File: src/rtl/lsu_mem_master.sv
// Load/store unit driving a word-wide synchronous RAM: one request at a time, byte/half/word lanes.
// Optional LSU_MISALIGN_TRAP_EN: misaligned requests skip the RAM and complete at once with rsp_fault.
module lsu_mem_master #(
  parameter int XLEN = 32
) (
  input  logic            clk,
  input  logic            resetn,
  input  logic            req_valid,
  output logic            req_ready,
  input  logic            req_we,
  input  logic [2:0]      req_funct3,
  input  logic [XLEN-1:0] req_addr,
  input  logic [XLEN-1:0] req_wdata,
  output logic            rsp_valid,
  output logic [XLEN-1:0] rsp_rdata,
  output logic            rsp_fault,
  output logic [XLEN-1:0] mem_addr,
  output logic            mem_rstrb,
  input  logic [XLEN-1:0] mem_rdata,
  output logic [XLEN-1:0] mem_wdata,
  output logic [3:0]      mem_wmask
);

  // state | meaning
  // IDLE  | ready for a request; accept drives the RAM command registers
  // ISSUE | RAM samples strobe/mask at the end of this cycle
  // WAIT  | load data on mem_rdata, extended result captured at the edge
  // DONE  | rsp_valid pulse, then back to IDLE
  typedef enum logic [1:0] {IDLE, ISSUE, WAIT, DONE} state_t;

  state_t          state, state_d;
  logic            we_q, we_d;
  logic [2:0]      f3_q, f3_d;
  logic [1:0]      off_q, off_d;
  logic [XLEN-1:0] addr_d, wdata_d, rdata_d, load_ext, st_data;
  logic [3:0]      wmask_d, st_mask;
  logic            rstrb_d, valid_d;
  logic [7:0]      byte_v;
  logic [15:0]     half_v;

  assign req_ready = (state == IDLE);

  always_comb begin
    st_mask = 4'b1111;
    st_data = req_wdata;
    case (req_funct3[1:0])
      2'b00: begin
        st_mask = 4'b0001 << req_addr[1:0];
        st_data = {4{req_wdata[7:0]}};
      end
      2'b01: begin
        st_mask = req_addr[1] ? 4'b1100 : 4'b0011;
        st_data = {2{req_wdata[15:0]}};
      end
      default: ;
    endcase
  end

  always_comb begin
    byte_v   = mem_rdata[{off_q, 3'b000} +: 8];
    half_v   = mem_rdata[{off_q[1], 4'b0000} +: 16];
    load_ext = mem_rdata;
    case (f3_q[1:0])
      2'b00:   load_ext = {{(XLEN-8){~f3_q[2] & byte_v[7]}}, byte_v};
      2'b01:   load_ext = {{(XLEN-16){~f3_q[2] & half_v[15]}}, half_v};
      default: ;
    endcase
  end

`ifdef LSU_MISALIGN_TRAP_EN
  logic fault_d, misaligned;
  assign misaligned = ((req_funct3[1:0] == 2'b01) && req_addr[0]) ||
                      (req_funct3[1] && (req_addr[1:0] != 2'b00));
`endif

  always_comb begin
    state_d = state;
    we_d    = we_q;
    f3_d    = f3_q;
    off_d   = off_q;
    addr_d  = mem_addr;
    wdata_d = mem_wdata;
    rdata_d = rsp_rdata;
    rstrb_d = 1'b0;
    wmask_d = 4'b0000;
    valid_d = 1'b0;
`ifdef LSU_MISALIGN_TRAP_EN
    fault_d = 1'b0;
`endif
    case (state)
      IDLE: begin
        if (req_valid) begin
          we_d  = req_we;
          f3_d  = req_funct3;
          off_d = req_addr[1:0];
`ifdef LSU_MISALIGN_TRAP_EN
          if (misaligned) begin
            state_d = DONE;
            valid_d = 1'b1;
            fault_d = 1'b1;
            rdata_d = '0;
          end else
`endif
          begin
            state_d = ISSUE;
            addr_d  = {req_addr[XLEN-1:2], 2'b00};
            if (req_we) begin
              wmask_d = st_mask;
              wdata_d = st_data;
            end else begin
              rstrb_d = 1'b1;
            end
          end
        end
      end
      ISSUE: begin
        if (we_q) begin
          state_d = DONE;
          valid_d = 1'b1;
          rdata_d = '0;
        end else begin
          state_d = WAIT;
        end
      end
      WAIT: begin
        state_d = DONE;
        valid_d = 1'b1;
        rdata_d = load_ext;
      end
      DONE:    state_d = IDLE;
      default: state_d = IDLE;
    endcase
  end

  always_ff @(posedge clk or negedge resetn) begin
    if (!resetn) begin
      state     <= IDLE;
      we_q      <= 1'b0;
      f3_q      <= 3'b000;
      off_q     <= 2'b00;
      mem_addr  <= '0;
      mem_rstrb <= 1'b0;
      mem_wdata <= '0;
      mem_wmask <= 4'b0000;
      rsp_valid <= 1'b0;
      rsp_rdata <= '0;
    end else begin
      state     <= state_d;
      we_q      <= we_d;
      f3_q      <= f3_d;
      off_q     <= off_d;
      mem_addr  <= addr_d;
      mem_rstrb <= rstrb_d;
      mem_wdata <= wdata_d;
      mem_wmask <= wmask_d;
      rsp_valid <= valid_d;
      rsp_rdata <= rdata_d;
    end
  end

`ifdef LSU_MISALIGN_TRAP_EN
  always_ff @(posedge clk or negedge resetn) begin
    if (!resetn) rsp_fault <= 1'b0;
    else         rsp_fault <= fault_d;
  end
`else
  assign rsp_fault = 1'b0;
`endif

endmodule

File: config.mk
export PLATFORM = sky130hd
export DESIGN_NAME = lsu_mem_master
export DESIGN_NICKNAME = d
export VERILOG_FILES = /design/src/rtl/lsu_mem_master.sv
export SDC_FILE = /design/constraint.sdc
export NUM_CORES = 1
export LEC_CHECK = 0
export CORE_MARGIN = 2
export CORE_UTILIZATION = 25
export CTS_CLUSTER_DIAMETER = 100
export CTS_CLUSTER_SIZE = 10
export DETAILED_ROUTE_END_ITERATION = 10
export PLACE_DENSITY = 0.59
export SLEW_MARGIN = 20
export SYNTH_ARGS = -nofsm -noshare
export SYNTH_HDL_FRONTEND = slang
export SYNTH_SLANG_ARGS = --single-unit
File: constraint.sdc
create_clock -name clk -period 5.1 [get_ports clk]
set_input_delay 1.02 -clock clk [delete_from_list [all_inputs] [get_ports clk]]
set_output_delay 1.02 -clock clk [all_outputs]
set_load 0.1 [all_outputs]
* After elaboration in Yosys (flattened, before gate mapping)
Index checks and enable logic that the tools add are counted.
** Storage, ports and cells
- Logic and storage cells :: 47
- Bits in registers :: 108
- Input bits :: 103
- Output and inout bits :: 104
** Operators by class
- Bitwise operators :: 3
- Mux-type cells :: 17
- Shifts and indexed selects :: 3
- Reduce and logical (&&, ||, !) cells :: 7
- Eq/ne operators :: 7
** Operators by type and width (count)
- one-hot mux 32 bit (2 select lines) :: 3
- two-way mux 32 bit :: 1
- variable part select 32 x 6 -> 16 bit :: 1
- variable part select 32 x 6 -> 8 bit :: 1
- two-way mux 4 bit :: 4
- one-hot mux 2 bit (4 select lines) :: 1
- one-hot mux 4 bit (2 select lines) :: 1
- == test 2 x 1 -> 1 bit (second input constant) :: 3
- zero test 2 bit :: 3
- two-way mux 1 bit :: 5
- == test 2 bit (second input constant) :: 2
- inequality test 2 bit (second input constant) :: 2
- AND reduction 2 bit :: 2
- left shift 1 x 2 -> 4 bit (first input constant) :: 1
- AND reduction 3 bit :: 1
- AND 1 bit :: 2
- two-way mux 2 bit :: 1
- one-hot mux 1 bit (2 select lines) :: 1
- nonzero test 2 bit :: 1
- NOT 1 bit :: 1

* Logic depth before layout (Yosys ltp)
- Depth in word-level cells :: 5
- Depth in mapped cells :: 8
- Depth with buffers taken out :: 6

* Worst setup path before layout
Ideal clock, no wire load.
- Kind :: register -> register
- From :: register state[0]
- To :: register mem_addr[17]
- Data required time :: 4.974 ns
- Setup time :: 0.126 ns
- Clock period less this slack :: 2.372 ns
- Arrival :: 2.246 ns
- Slack :: 2.728 ns
- Stages on the path, launching flop included :: 7
- Buffers on the path :: 2
- Path through :: dfrtp_1 -> inv_1 -> ha_1 -> nand2_1 -> clkbuf_1 -> buf_1 -> mux2_2
** On the way
- Cells in the longest elaborated chain, start to end :: 2
** RTL lines
- start: declaration :: line 31 : state_t state, state_d;
- start signal: assignment :: line 148 : state <= state_d;
- zero test 2 bit
- via req_ready :: line 9 : output logic req_ready,
- AND reduction 2 bit (no line)
- end signal: assignment :: line 152 : mem_addr <= addr_d;
- end: declaration :: line 17 : output logic [XLEN-1:0] mem_addr,
The timed path passes the listed nets, and every way through them passes these cells.
A chain may end at the register's enable or synchronous reset.

* Worst setup path in the final report
- From :: register state[0]
- To :: output port req_ready
** On the way
- Cells in the longest elaborated chain, start to end :: 1
** RTL lines
- zero test 2 bit :: line 41 : assign req_ready = (state == IDLE);
- end: declaration :: line 9
Every way passes these cells.

==> results.ini <==
[worst_setup_path]
crit_arrival_ns = 2.32
r2r_start = off_q[1]$_DFFE_PN0N_
startpoint = state[0]$_DFFE_PN0P_
cp-start-kind = flop
end_kind = output port
cp.required_ns = 4.08
crit_type = flop to output port
crit_fanout = 4

[floorplanning]
dieArea_sq_um = 20600
die_w_microns = 143
top_level_ports = 207
initial_core_util_pct = 25.2
die_y_microns = 143
num_rows = 51
core_sq_um = 19300

[cts]
ctsHoldBuffers = 0
clockBufferDepth = 2
cts_tree = done
clkTransAtPathRegs_ns = 0.08
cts_max_level = 3
numCtsBuffers = 9
clk_root_buffer_cell = clkbuf_16
post_cts_buffers = 0
cts_resized = 0
clk_latency_ns = 0.36
cts.sinks = 108

[synthesis]
avgSynthCellArea_sq_um = 12.2
ys_seq_elements = 108
yosysSeqAreaShare_pct = 55.6
synth_common_cells = 108 x dfrtp_1, 43 x mux2_2, 40 x mux2i_1
netlist_instances = 398
synth_largest_area_cell = dfrtp_1
yosysTopAreaCellShare_pct = 55.6
yosysMostFrequentCell = dfrtp_1
ys_warn_count = 0
ys_top_cells_by_area = dfrtp_1 56%, mux2_2 10%, mux2i_1 8.2%
synth_edf_count = 0
synthDistinctLibCells = 34
synth_area_sq_um = 4860
ys.flop_type = dfrtp_1
async_flop_share_pct = 100

[route]
wl_mm = 14.4
drt-pass1-iter-count = 4
antenna_left = 0
wl_per_cell_microns = 16.8
avgViaCountPerCell = 4.60
vias = 3948
drc = 0
drt_iter0_markers = 159

[layout]
area_growth_syn_to_layout_pct = 53.0
drive_gt1_share_pct = 15.0
fin_nets = 695
diodes = 0
fillers = 1891

[place]
dp_slack_ns = 1.88
hpwl_mm = 10.6
port_buffers = 203
place_congestion = 0.787

[timing]
setup_viol = 0
fmax_mhz = 300
slew_violations = 0
rsz0062_at_grt = false
slew-limit-headroom_pct = 29.8
skew_ns = 0.0110
setup_ws_ns = 1.76
worst_pin_slew_ns = 1.05
fin_crit_ns = 3.34
final.setup.tns_ns = 0
post-route-period-util_pct = 65.5
hold_viol_final = 0

[global_routing]
grt_pass1_vias = 3988
grt_pass1_wl_mm = 22.1
antenna_found_initial = 0
grt-ovfl-total = 0
grt_use_total_pct = 13.9
grt_max_degree = 77

[job]
maxCapViolCount = 0

[min_path]
worstHoldStart = mem_wdata[15]$_DFFE_PN0P_
hold_class = flop to flop

[outcome]
status = complete, no violations

## sequential cells by signal, indices dropped and copies added, names as in the netlist
signal and count:
rsp_rdata 32, mem_wmask 4, f3_q 3, mem_wdata 32, we_q 1, off_q 2
rsp_valid 1, mem_rstrb 1, mem_addr 30, state 2
## cell usage in the layout (no fill, tap or decap), drive strengths merged, types with 11 or more instances in the layout
cell type / count
inv: 16
a21oi: 13
mux2: 44
mux2i: 40
nand2b: 11
a221o: 24
dfrtp: 108
nand2: 32
clkdlybuf4s50: 202
nor2: 12
o21ai: 29
## logic make-up (layout without fill, tap and decap cells)
logic type / count (synthesis) / after routing / synth area share (%)
AOI/OAI and AO/OA: 94 / 94 / 14.9
adders and majority gates: 4 / 4 / 1.03
buffers and inverters: 43 / 236 / 3.91
DFF: 108 / 108 / 55.6
muxes: 84 / 84 / 18.5
other: 1 / 3 / 0.0771
and+or+nand+nor: 64 / 64 / 5.97
## path summary, 6_finish.rpt
path	to	slack, ns	depth (start not counted)
min in group asynchronous	rsp_rdata[11]$_DFFE_PN0P_	0.57	1
worst max-delay path	req_ready	1.76	3
max in group asynchronous	mem_addr[12]$_DFFE_PN0N_	3.74	2
worst min-delay path	mem_wdata[15]$_DFFE_PN0P_	0.49	2
worst max register to register	rsp_rdata[23]$_DFFE_PN0P_	2.42	4
worst min register to register	mem_wdata[15]$_DFFE_PN0P_	0.49	2
## metal layers
| metal | GRT usage, % | wire length, microns | vias to the layer above |
|---|---|---|---|
| met1 | 17.4 | 6210 | 1932 |
| met2 | 22.6 | 6680 | 169 |
| met5 | 0 | 0 | - |
| met4 | 4.80 | 240 | 0 |
| li1 | - | - | 1833 |
| met3 | 4.50 | 1260 | 14 |
## area by class of cell
cell class              count  area, sq um  area share, %
repair buffers            208         2090           28.1
clock inverters             7         57.6          0.774
multi-input cells         249         1990           26.8
clock buffers               9          225           3.03
well taps                 265          332           4.46
inverters                  12         45.0          0.605
flip-flops and latches    108         2700           36.3
## critical path, stage by stage, from the launching register on
cell             delay (ns)
dfrtp_1                0.39
inv_1                  0.12
ha_1                   0.26
clkdlybuf4s50_1        1.18
## metrics by stage
stage,instance area (sq um),hold WS (ns),utilization [%],cells
floorplan,4870,0.461,-,400
global placement,7130,0.466,37.0,841
detailed placement,7130,0.473,37.0,841
CTS,7410,0.492,38.5,857
global route,7440,0.518,38.6,858
finish,7440,0.486,38.6,858
Power is not shown: default switching activity piles up to over one toggle a cycle in this logic, so the estimate is an artifact.
